==> config.mk <==
export PLATFORM = sky130hd
export DESIGN_NAME = scan_ppi_ppo_ctrl_flat
export DESIGN_NICKNAME = d
export VERILOG_FILES = /design/src/rtl/scan_ppi_ppo_if.sv /design/src/rtl/scan_ppi_ppo_ctrl.sv /design/src/flat_wrapper.sv
export SDC_FILE = /design/constraint.sdc
export NUM_CORES = 1
export LEC_CHECK = 0
export CORE_MARGIN = 5
export CORE_UTILIZATION = 41
export CTS_BUF_LIST = sky130_fd_sc_hd__clkbuf_16
export CTS_CLUSTER_SIZE = 10
export DETAILED_ROUTE_END_ITERATION = 10
export PLACE_DENSITY = 0.78
export SLEW_MARGIN = 20
export SYNTH_ARGS = -nofsm -noshare
export SYNTH_HDL_FRONTEND = slang
export SYNTH_SLANG_ARGS = --single-unit
==> constraint.sdc <==
create_clock -name clk -period 1.4 [get_ports clk]
set_input_delay 0.28 -clock clk [delete_from_list [all_inputs] [get_ports clk]]
set_output_delay 0.28 -clock clk [all_outputs]
set_load 0.01 [all_outputs]
==> src/rtl/scan_ppi_ppo_if.sv <==
// Bundle of the handshake and data signals between the scan controller and
// whatever drives it (tester logic on one side, the flop-stripped core on
// the other).
//   master : drives test_mode, start, pat_in and the core's ppo.
//            Observes ppi, scan_so, busy, resp_out and resp_valid.
//   slave  : the controller. It samples the master outputs and drives the
//            observation signals.
interface scan_ppi_ppo_if #(
    parameter int N_FF = 2
);
    logic            test_mode;
    logic            start;
    logic [N_FF-1:0] pat_in;
    logic [N_FF-1:0] ppo;
    logic [N_FF-1:0] ppi;
    logic            scan_so;
    logic            busy;
    logic [N_FF-1:0] resp_out;
    logic            resp_valid;

    modport master (
        output test_mode, start, pat_in, ppo,
        input  ppi, scan_so, busy, resp_out, resp_valid
    );

    modport slave (
        input  test_mode, start, pat_in, ppo,
        output ppi, scan_so, busy, resp_out, resp_valid
    );
endinterface

==> src/rtl/scan_ppi_ppo_ctrl.sv <==
// Scan-side owner of the state flops stripped out of a combinational core.
// In functional mode the chain register acts as the original state register
// (ppi <= ppo every edge). In test mode the controller runs a sequence:
// it shifts a pattern into the chain serially, captures one core response,
// shifts that response out, and publishes it.
// Ports:
//   clk    : single clock; all state changes on the rising edge
//   rst_n  : synchronous, active-low reset
//   bus    : slave side of scan_ppi_ppo_if
//            (test_mode, start, pat_in, ppo in;
//             ppi, scan_so, busy, resp_out, resp_valid out)
module scan_ppi_ppo_ctrl #(
    parameter int N_FF = 2
) (
    input  logic              clk,
    input  logic              rst_n,
    scan_ppi_ppo_if.slave     bus
);
    localparam int CW = $clog2(N_FF) + 1;

    localparam logic [2:0] IDLE    = 3'd0;
    localparam logic [2:0] LOAD    = 3'd1;
    localparam logic [2:0] CAPTURE = 3'd2;
    localparam logic [2:0] UNLOAD  = 3'd3;
    localparam logic [2:0] DONE    = 3'd4;

    localparam logic [CW-1:0] CNT_LAST = CW'(N_FF - 1);

    logic [2:0]      state;
    logic [CW-1:0]   cnt;
    logic [N_FF-1:0] chain;
    logic [N_FF-1:0] pat_sr;
    logic [N_FF-1:0] resp_sr;
    logic [N_FF-1:0] resp_out;

    // Shift right by one and insert a bit at the MSB. Written this way so
    // that N_FF=1 needs no zero-width slice.
    function automatic logic [N_FF-1:0] shift_in(input logic [N_FF-1:0] v,
                                                 input logic            b);
        logic [N_FF-1:0] r;
        r         = v >> 1;
        r[N_FF-1] = b;
        return r;
    endfunction

    always_ff @(posedge clk) begin
        if (!rst_n) begin
            state    <= IDLE;
            cnt      <= '0;
            chain    <= '0;
            pat_sr   <= '0;
            resp_sr  <= '0;
            resp_out <= '0;
        end else begin
            case (state)
                IDLE: begin
                    if (!bus.test_mode) begin
                        chain <= bus.ppo;
                    end else if (bus.start) begin
                        pat_sr <= bus.pat_in;
                        cnt    <= '0;
                        state  <= LOAD;
                    end
                end

                LOAD: begin
                    // Leaving test mode abandons the sequence. The chain
                    // keeps its value on that edge.
                    if (!bus.test_mode) begin
                        state <= IDLE;
                    end else begin
                        chain  <= shift_in(chain, pat_sr[0]);
                        pat_sr <= pat_sr >> 1;
                        if (cnt == CNT_LAST) begin
                            state <= CAPTURE;
                        end else begin
                            cnt <= cnt + CW'(1);
                        end
                    end
                end

                CAPTURE: begin
                    if (!bus.test_mode) begin
                        state <= IDLE;
                    end else begin
                        chain <= bus.ppo;
                        cnt   <= '0;
                        state <= UNLOAD;
                    end
                end

                UNLOAD: begin
                    if (!bus.test_mode) begin
                        state <= IDLE;
                    end else begin
                        resp_sr <= shift_in(resp_sr, chain[0]);
                        chain   <= chain >> 1;
                        if (cnt == CNT_LAST) begin
                            // The last bit lands here; publish the whole word.
                            resp_out <= shift_in(resp_sr, chain[0]);
                            state    <= DONE;
                        end else begin
                            cnt <= cnt + CW'(1);
                        end
                    end
                end

                DONE: begin
                    state <= IDLE;
                end

                default: begin
                    state <= IDLE;
                end
            endcase
        end
    end

    assign bus.ppi        = chain;
    assign bus.scan_so    = chain[0];
    assign bus.busy       = (state != IDLE);
    assign bus.resp_out   = resp_out;
    assign bus.resp_valid = (state == DONE);

endmodule

==> src/flat_wrapper.sv <==
// flat-port wrapper written by rule: the top's interface ports become plain ports
module scan_ppi_ppo_ctrl_flat 
#(
    parameter int N_FF = 2
)
  (clk, rst_n, bus_test_mode, bus_start, bus_pat_in, bus_ppo, bus_ppi, bus_scan_so, bus_busy, bus_resp_out, bus_resp_valid);
  scan_ppi_ppo_if #(.N_FF(N_FF)) bus_i ();
  input  logic clk;
  input  logic rst_n;
  input wire logic [$bits(bus_i.test_mode)-1:0] bus_test_mode;
  input wire logic [$bits(bus_i.start)-1:0] bus_start;
  input wire logic [$bits(bus_i.pat_in)-1:0] bus_pat_in;
  input wire logic [$bits(bus_i.ppo)-1:0] bus_ppo;
  output wire logic [$bits(bus_i.ppi)-1:0] bus_ppi;
  output wire logic [$bits(bus_i.scan_so)-1:0] bus_scan_so;
  output wire logic [$bits(bus_i.busy)-1:0] bus_busy;
  output wire logic [$bits(bus_i.resp_out)-1:0] bus_resp_out;
  output wire logic [$bits(bus_i.resp_valid)-1:0] bus_resp_valid;
  assign bus_i.test_mode = bus_test_mode;
  assign bus_i.start = bus_start;
  assign bus_i.pat_in = bus_pat_in;
  assign bus_i.ppo = bus_ppo;
  assign bus_ppi = bus_i.ppi;
  assign bus_scan_so = bus_i.scan_so;
  assign bus_busy = bus_i.busy;
  assign bus_resp_out = bus_i.resp_out;
  assign bus_resp_valid = bus_i.resp_valid;
  scan_ppi_ppo_ctrl #(.N_FF(N_FF)) u_core (.clk(clk), .rst_n(rst_n), .bus(bus_i));
endmodule
### Word level (Yosys, flattened, before mapping)

Index checks and enable logic that the tools add are counted.
W data, S select, Z words.

| storage, ports and cells | value |
|---|---|
| bits in registers | 13 |
| input port bits | 8 |
| output and inout bits | 7 |
| word-level logic and storage cells | 57 |

| cells by class | value |
|---|---|
| add/sub/neg operators | 1 |
| equality and inequality tests | 15 |
| multiplexer cells | 23 |
| reduce and logical (&&, ||, !) cells | 12 |

Operators by type and width:

| cell | number |
|---|---|
| $mux W2 | 13 |
| $mux W3 | 6 |
| $ne A2 B2 Y1 const B | 7 |
| $pmux W3 S4 | 1 |
| $pmux W2 S4 | 1 |
| $reduce_and A4 Y1 | 2 |
| $eq A3 B2 Y1 const B | 2 |
| $ne A3 B2 Y1 const B | 2 |
| $pmux W2 S3 | 1 |
| $reduce_and A6 Y1 | 1 |
| $reduce_bool A3 Y1 | 2 |
| $reduce_and A5 Y1 | 1 |
| $pmux W2 S2 | 1 |
| $reduce_bool A4 Y1 | 1 |
| $eq A3 B1 Y1 const B | 1 |
| $eq A3 B3 Y1 const B | 1 |
| $logic_not A3 Y1 | 1 |
| $reduce_and A3 Y1 | 1 |
| $add A2 B1 Y2 const B | 1 |
| $eq A2 B1 Y1 const B | 1 |
| $ne A2 B1 Y1 const B | 1 |
| $reduce_and A2 Y1 | 1 |
| $reduce_bool A2 Y1 | 1 |
| $reduce_or A2 Y1 | 1 |

### Logic depth before layout (Yosys ltp)

Gate-level depths: netlist of run 1.

| depth | value |
|---|---|
| depth after elaboration | 4 |
| gate-level depth with buffers | 6 |
| mapped depth without buffers | 6 |

### Least setup slack after synthesis of run 1

No wires, ideal clock.

| timing path | value |
|---|---|
| path type | reg2reg |
| from | register u_core.state[0] |
| to | register u_core.chain[1], in the netlist u_core.bus.ppi[1] |
| library setup time | 0.119 ns |
| arrival | 1.249 ns |
| required time | 1.281 ns |
| slack | 0.032 ns |
| stages on the path, launching flop included | 6 |
| path buffers | 1 |
| period minus slack after synthesis | 1.368 ns |
| path through | dfxtp_1 -> buf_6 -> or4_1 -> o21ai_0 -> a31oi_1 -> o221a_1 |

| on the way | value |
|---|---|
| longest elaborated chain between the ends | 3 |
| elaborated cells between the ends (all ways) | 11 |
| classes of those cells | 7 x eq/ne; 1 x mux; 3 x reduce/logical |

Ends and longest elaborated chain:

| item | line | source |
|---|---|---|
| start: declaration | scan_ppi_ppo_ctrl.sv:29 | `logic [2:0] state;` |
| start signal: assignment | scan_ppi_ppo_ctrl.sv:48 | `state <= IDLE;` |
| start signal: assignment | scan_ppi_ppo_ctrl.sv:62 | `state <= LOAD;` |
| start signal: assignment | scan_ppi_ppo_ctrl.sv:70 | `state <= IDLE;` |
| $eq A3 B1 Y1 (tied with other cells) | scan_ppi_ppo_ctrl.sv:55 | `case (state)` |
| $reduce_bool A4 Y1 (no source line) / $ne A2 B2 Y1 (equally long branches) | n/a |  |
| $reduce_and A5 Y1 (no source line) | n/a |  |
| end signal: assignment | scan_ppi_ppo_ctrl.sv:58 | `chain <= bus.ppo;` |
| end signal: assignment | scan_ppi_ppo_ctrl.sv:72 | `chain <= shift_in(chain, pat_sr[0]);` |
| end signal: assignment | scan_ppi_ppo_ctrl.sv:86 | `chain <= bus.ppo;` |
| end: declaration | scan_ppi_ppo_ctrl.sv:31 | `logic [N_FF-1:0] chain;` |

Several ways; a longest one is shown, not always the timed one.
A chain may end at the register's enable or synchronous reset.

### Worst setup path in the final report of run 1

| timing path | value |
|---|---|
| from | register u_core.state[2] |
| to | output port bus_resp_valid |

| on the way | value |
|---|---|
| longest elaborated chain between the ends | 1 |

Ends and longest elaborated chain:

| item | line | source |
|---|---|---|
| $eq A3 B3 Y1 | scan_ppi_ppo_ctrl.sv:123 | `assign bus.resp_valid = (state == DONE);` |
| end: declaration | flat_wrapper.sv:18 | `output wire logic [$bits(bus_i.resp_valid)-1:0] bus_resp_valid;` |

No other way between the ends.

==> metrics.csv, run 1 <==
metric;value;unit
grt_pass1_wl;2560;um
ys_async_sr_fraction;0;%
r2r_end;u_core.bus.ppi[1];
dieArea;2360;um^2
synth_edf_count;0;
grt_start_max_net_pins;9;
finalHoldViolCount;0;
fin_cells;108;
arrival;1.09;ns
rsz0062_at_grt;yes;
wl_met3;82;um
nNetsFinal;102;
multi_input_area;354;um^2
clock-sinks;12;
grt_usage;13.8;%
cts_hold_buffers;0;
crit_start;u_core.state[2];
criticalPathCategory;flip-flop to primary output;
dr.max_layer_used;met4;
r2r_slack;0.03;ns
outcome;finished clean;
synth_top_area_share;39.3;%
cts_tree;built;
powerDensity;1100;nW/um^2
num_rows;14;
cellLeakagePower;0.000438;uW
synth_cell_types;28;
route.met2.wl;761;um
first_pass_iters;4;
drt-met1-wl;586;um
fillers;130;
clockRootBuffer;clkbuf_16;
final_core_util;62.4;%
ys_warn_count;0;
synthFlopType;dfxtp_1;
ant_nets;0;
period_minus_slack;1.37;ns
start_util;42.0;%
die_w;48.6;um
num_antenna_cells;0;
place_hpwl;1040;um
critPathCapture;bus_resp_valid;
clockBufferDepth;2;
htreeDepth;1;
worst_setup_path_start_kind;flip-flop;
die_h;48.6;um
place_congestion;0.760;
area_growth;48.6;%
fin_skew;0.00338;ns
postSynthAreaPerCell;8.72;um^2
cp_data_required_time;1.12;ns
antenna_found_initial;0;
cts-buffers-inserted;3;
ys_ff_latch;12;
routed_wl;1530;um
yosys.area.top_type;dfxtp_1;
dp_cells;104;
fmax;728;MHz
regToRegStartpoint;u_core.state[1];
relSlewSlack;80.6;%
tightest_slew;0.289;ns
irDropWorstVdd;729;uV
wire_per_inst;14.2;um
layout_setup_ws;0.0272;ns
vias;575;
cp_max_fo;3;
clk_pin_slew_worst_paths;0.04;ns
syn_nets;79;
fin_area;907;um^2
grt_pass1_vias;594;
drive_gt1_share;22.8;%
avgViaCountPerCell;5.32;
cts_setup_buffers;0;
min_period_over_period;98.1;%
syn-cell-area;611;um^2
reg2regPathDepth;4;
register_area;246;um^2
drv_slew;0;
worstSetupEndpointType;primary output;
post-place-ws;-0.314;ns
overflow;0;
hp-class;flip-flop to flip-flop;
port_buffers;14;
synth.yosys.seq_area_share;39.3;%
synth_area_leaders;dfxtp_1 39%, mux2i_1 9.8%, nor2_1 8.0%;
place_area;796;um^2
clkLatencyLatePin;0.24;ns
drc;0;
syn_inst;70;
core_area;1450;um^2
cap_violations;0;
setup_violations;0;
drt_iter0_drc;11;
io_pins;15;
setup_tns;0;ns
-- state kept, by name, indices dropped and copies added (netlist names) --
name,flops
u_core.bus.resp_out,2
u_core.pat_sr,2
u_core.bus.ppi,2
u_core.cnt,2
u_core.resp_sr,1
u_core.state,3
-- worst min-delay path by stage --
stage	cells past startpoint	from	to
final	2	u_core.bus.resp_out[0]	u_core.bus.resp_out[0]
after global routing	2	u_core.bus.resp_out[0]	u_core.bus.resp_out[0]
after CTS	2	u_core.pat_sr[1]	u_core.pat_sr[0]
after detailed placement	2	u_core.bus.resp_out[0]	u_core.bus.resp_out[0]
after global placement	2	u_core.pat_sr[1]	u_core.pat_sr[0]
after floorplan	1	rst_n	u_core.state[0]
-- cell type report --
| type | count | area share [%] |
|---|---|---|
| Clock inverter | 1 | 0.414 |
| Clock buffer | 3 | 8.28 |
| Multi-Input combinational cell | 50 | 39.0 |
| Sequential cell | 12 | 27.2 |
| Inverter | 3 | 1.24 |
| Timing Repair Buffer | 23 | 21.7 |
| Tap cell | 16 | 2.21 |
-- per-layer routing --
| metal | track usage, % | vias to the layer above |
|---|---|---|
| met4 | 9.87 | 0 |
| li1 | - | 285 |
| met2 | 23.5 | 22 |
| met1 | 14.2 | 258 |
| met3 | 3.99 | 10 |
| met5 | 0 | - |
-- logic make-up (layout without fill, tap and decap cells) --
| family | Yosys count | count (layout) | synth area share (%) |
|---|---|---|---|
| flip-flops | 12 | 12 | 39.3 |
| buffers and inverters | 8 | 30 | 8.81 |
| XOR/XNOR | 2 | 2 | 2.87 |
| AO/OA/AOI/OAI | 10 | 10 | 11.9 |
| AND/OR/NAND/NOR | 31 | 31 | 25.2 |
| adder cells (fa/ha/maj) | 1 | 1 | 2.05 |
| multiplexers | 6 | 6 | 9.84 |
-- synth_stat cells (all sizes together), types with 2 or more instances --
cell type   n
nor2       13
dfxtp      12
mux2i       6
nand2       6
buf         5
inv         3
o21ai       3
and2        2
nor2b       2
xnor2       2
-- cell usage in the layout, fill, tap and decap left out, types with 3 or more instances in the layout --
cell             instances
nand2_1                  6
buf_4                    9
inv_1                    3
clkdlybuf4s50_1          5
dfxtp_1                  9
dlygate4sd2_1            7
nor2_1                  12
mux2i_1                  6
clkbuf_16                3
-- worst max-delay path: stages (launching register included) --
cell and delay (ns):
dfxtp_2 0.33, buf_4 0.13, and2_1 0.12, dlygate4sd2_1 0.27
-- what timing repair did --
item,in CTS,in global routing
hold endpoints to repair,0,0
pin swaps,2,3
gates resized for setup,15,9
endpoints found under the setup margin,12,8
-- where the power goes --
part	total, uW	internal, uW	leakage, uW	switching [uW]
clock	528	376	0.0000385	152
combinational	110	60.1	0.000300	49.7
sequential	362	352	0.0000993	9.93
total	1000	789	0.000438	211
-- through the flow --
| stage | total power (uW) | hold WS, ns |
|---|---|---|
| 3_3_place_gp | 474 | 0.461 |
| 4_1_cts | 1000 | 0.492 |
| 6_report | 1000 | 0.482 |
| 2_1_floorplan | 428 | 0.402 |
| 5_1_grt | 1040 | 0.522 |
| 3_5_place_dp | 478 | 0.485 |
(Power assumes the default switching activity.)
==> run 2, diff against run 1 <==
CORE_MARGIN = default   (was 5)
==> run 2 against run 1 <==
  * Count of clock-buffer cells in the layout did not move
  * Sequential cell count did not move
  * Combinational power fell by 6%
  * Die area fell by 30%
  * First-iteration DRC count did not move
  * Sequential share of layout area rose by 0.84 points
  * Via count fell by 3.0%
  * Critical path type unchanged
  * Critical endpoint is now bus_busy
  * Largest power group unchanged
  * Highest routed layer unchanged
==> metrics.csv, run 2 (synthesis gave the netlist of run 1 again) <==
metric;value;unit;change
outcome;finished clean;;unchanged
met3_usage;10.0;%;was 3.99%
die_h;40.6;um;was 48.6 um
overflow;0;;unchanged
slowest_delay;0.35;ns;was 0.33 ns
wire_per_inst;11.9;um;was 14.2 um
clock-sinks;12;;unchanged
largest_reg_flops;3;;unchanged
setup_violations;0;;unchanged
setup_tns;0;ns;unchanged
antenna_found_initial;0;;unchanged
busiest_layer;met2;;unchanged
dp_cells;102;;was 104
place_hpwl;900;um;was 1040 um
slowest_stage;or3_1;;was dfxtp_2
cts_setup_buffers;0;;unchanged
regToRegStartpoint;u_core.state[1];;unchanged
met1_usage;18.5;%;was 14.2%
cap_violations;0;;unchanged
dieArea;1650;um^2;was 2360 um^2
cts-buffers-inserted;3;;unchanged
relSlewSlack;81.8;%;was 80.6%
cellLeakagePower;0.000438;uW;about the same
final_common_cell;nor2_1;;unchanged
clk_pin_slew_worst_paths;0.04;ns;about the same
rsz0062_at_grt;no;;was yes
cts_hold_buffers;0;;unchanged
drv_slew;0;;unchanged
crit_chain;or3_1 -> buf_2;;was buf_4 -> and2_1 -> dlygate4sd2_1
port_buffers;14;;unchanged
hp-class;flip-flop to flip-flop;;unchanged
avgViaCountPerCell;5.26;;was 5.32
cp_data_required_time;1.12;ns;about the same
min_period_over_period;95.0;%;was 98.1%
routed_wl;1260;um;was 1530 um
fmax;752;MHz;was 728 MHz
worstSetupEndpointType;primary output;;unchanged
nNetsFinal;101;;was 102
first_pass_iters;4;;unchanged
drive_gt1_share;17.6;%;was 22.8%
grt_usage;17.7;%;was 13.8%
finalHoldViolCount;0;;unchanged
worst_setup_path_start_kind;flip-flop;;unchanged
drt_iter0_drc;11;;unchanged
area_growth;41.2;%;was 48.6%
htreeDepth;1;;unchanged
vias;558;;was 575
hold_ws;0.475;ns;was 0.482 ns
core_area;1350;um^2;was 1450 um^2
die_w;40.6;um;was 48.6 um
hp-start;u_core.pat_sr[1];;was u_core.bus.resp_out[0]
fin_skew;0.000877;ns;was 0.00338 ns
clockRootBuffer;clkbuf_16;;unchanged
clockBufferDepth;2;;unchanged
io_pins;15;;unchanged
cp_max_fo;3;;unchanged
cts_tree;built;;unchanged
period_minus_slack;1.33;ns;was 1.37 ns
ant_nets;0;;unchanged
tightest_slew;0.270;ns;was 0.289 ns
grt_start_max_net_pins;9;;unchanged
fin_cells;106;;was 108
grt_pass1_vias;466;;was 594
clkLatencyLatePin;0.24;ns;about the same
criticalPathCategory;flip-flop to primary output;;unchanged
grtUsageMet2;30.2;%;was 23.5%
grt_pass1_wl;1810;um;was 2560 um
layout_common_cells;13 x nor2_1, 11 x dfxtp_1, 8 x buf_4;;was 12 x nor2_1, 9 x buf_4, 9 x dfxtp_1
start_util;45.2;%;was 42.0%
drc;0;;unchanged
num_rows;13;;was 14
regMostFlops;u_core.state;;unchanged
crit_start;u_core.state[2];;unchanged
powerDensity;1160;nW/um^2;was 1100 nW/um^2
num_antenna_cells;0;;unchanged
final_core_util;63.9;%;was 62.4%
arrival;1.05;ns;was 1.09 ns
irDropWorstVdd;951;uV;was 729 uV
place_congestion;0.708;;was 0.760
==> run 2: layer usage <==
metal / vias up / part of all wire (%)
met1: 257 / 47
li1: 282 / -
met3: 2 / 6.8
met2: 17 / 45
met5: - / 0
met4: 0 / 1.1
==> run 2: power breakdown <==
group | total (uW) | switching [uW] | internal (uW)
Clock | 533 | 156 | 377
Sequential | 363 | 9.26 | 354
Combinational | 103 | 46.0 | 57.2
==> run 2: through the flow <==
stage	setup slack [ns]	cell area, um^2	power, uW
after floorplan	0.0319	611	428
after global placement	-0.240	787	476
after detailed placement	-0.276	787	478
after CTS	0.000401	856	1010
after global routing	0.0100	862	1030
final	0.0704	862	999
==> run 2: worst paths after layout <==
check | end | slack, ns | cells past startpoint
min | u_core.pat_sr[0] | 0.48 | 2
min reg2reg | u_core.pat_sr[0] | 0.48 | 2
max reg2reg | u_core.bus.ppi[1] | 0.08 | 4
max | bus_busy | 0.07 | 2
==> run 2: final cells by class <==
| type | instances | area, um^2 |
|---|---|---|
| Tap cell | 15 | 18.8 |
| Clock buffer | 3 | 75.1 |
| Clock inverter | 1 | 3.75 |
| Multi-Input combinational cell | 50 | 319 |
| Fill cell | 121 | 488 |
| Inverter | 3 | 11.3 |
| Sequential cell | 12 | 241 |
| Timing Repair Buffer | 22 | 193 |
==> run 2: what timing repair did <==
action	in CTS	in global routing
resized for setup	10	7
pin swaps	1	1
endpoints found under the setup margin	8	7
hold endpoints to repair	0	0
==> run 2: critical path, delay by kind of cell, from the launching register on <==
| kind | cells | cell delay, ns |
|---|---|---|
| AND/OR/NAND/NOR | 1 | 0.35 |
| flip-flops | 1 | 0.31 |
| buffers and inverters | 1 | 0.14 |
==> run 3, diff against run 2 <==
SLEW_MARGIN = default   (was 20)
==> results of run 3 <==
No change in the layout: final DEF, timing and power equal those of run 2.
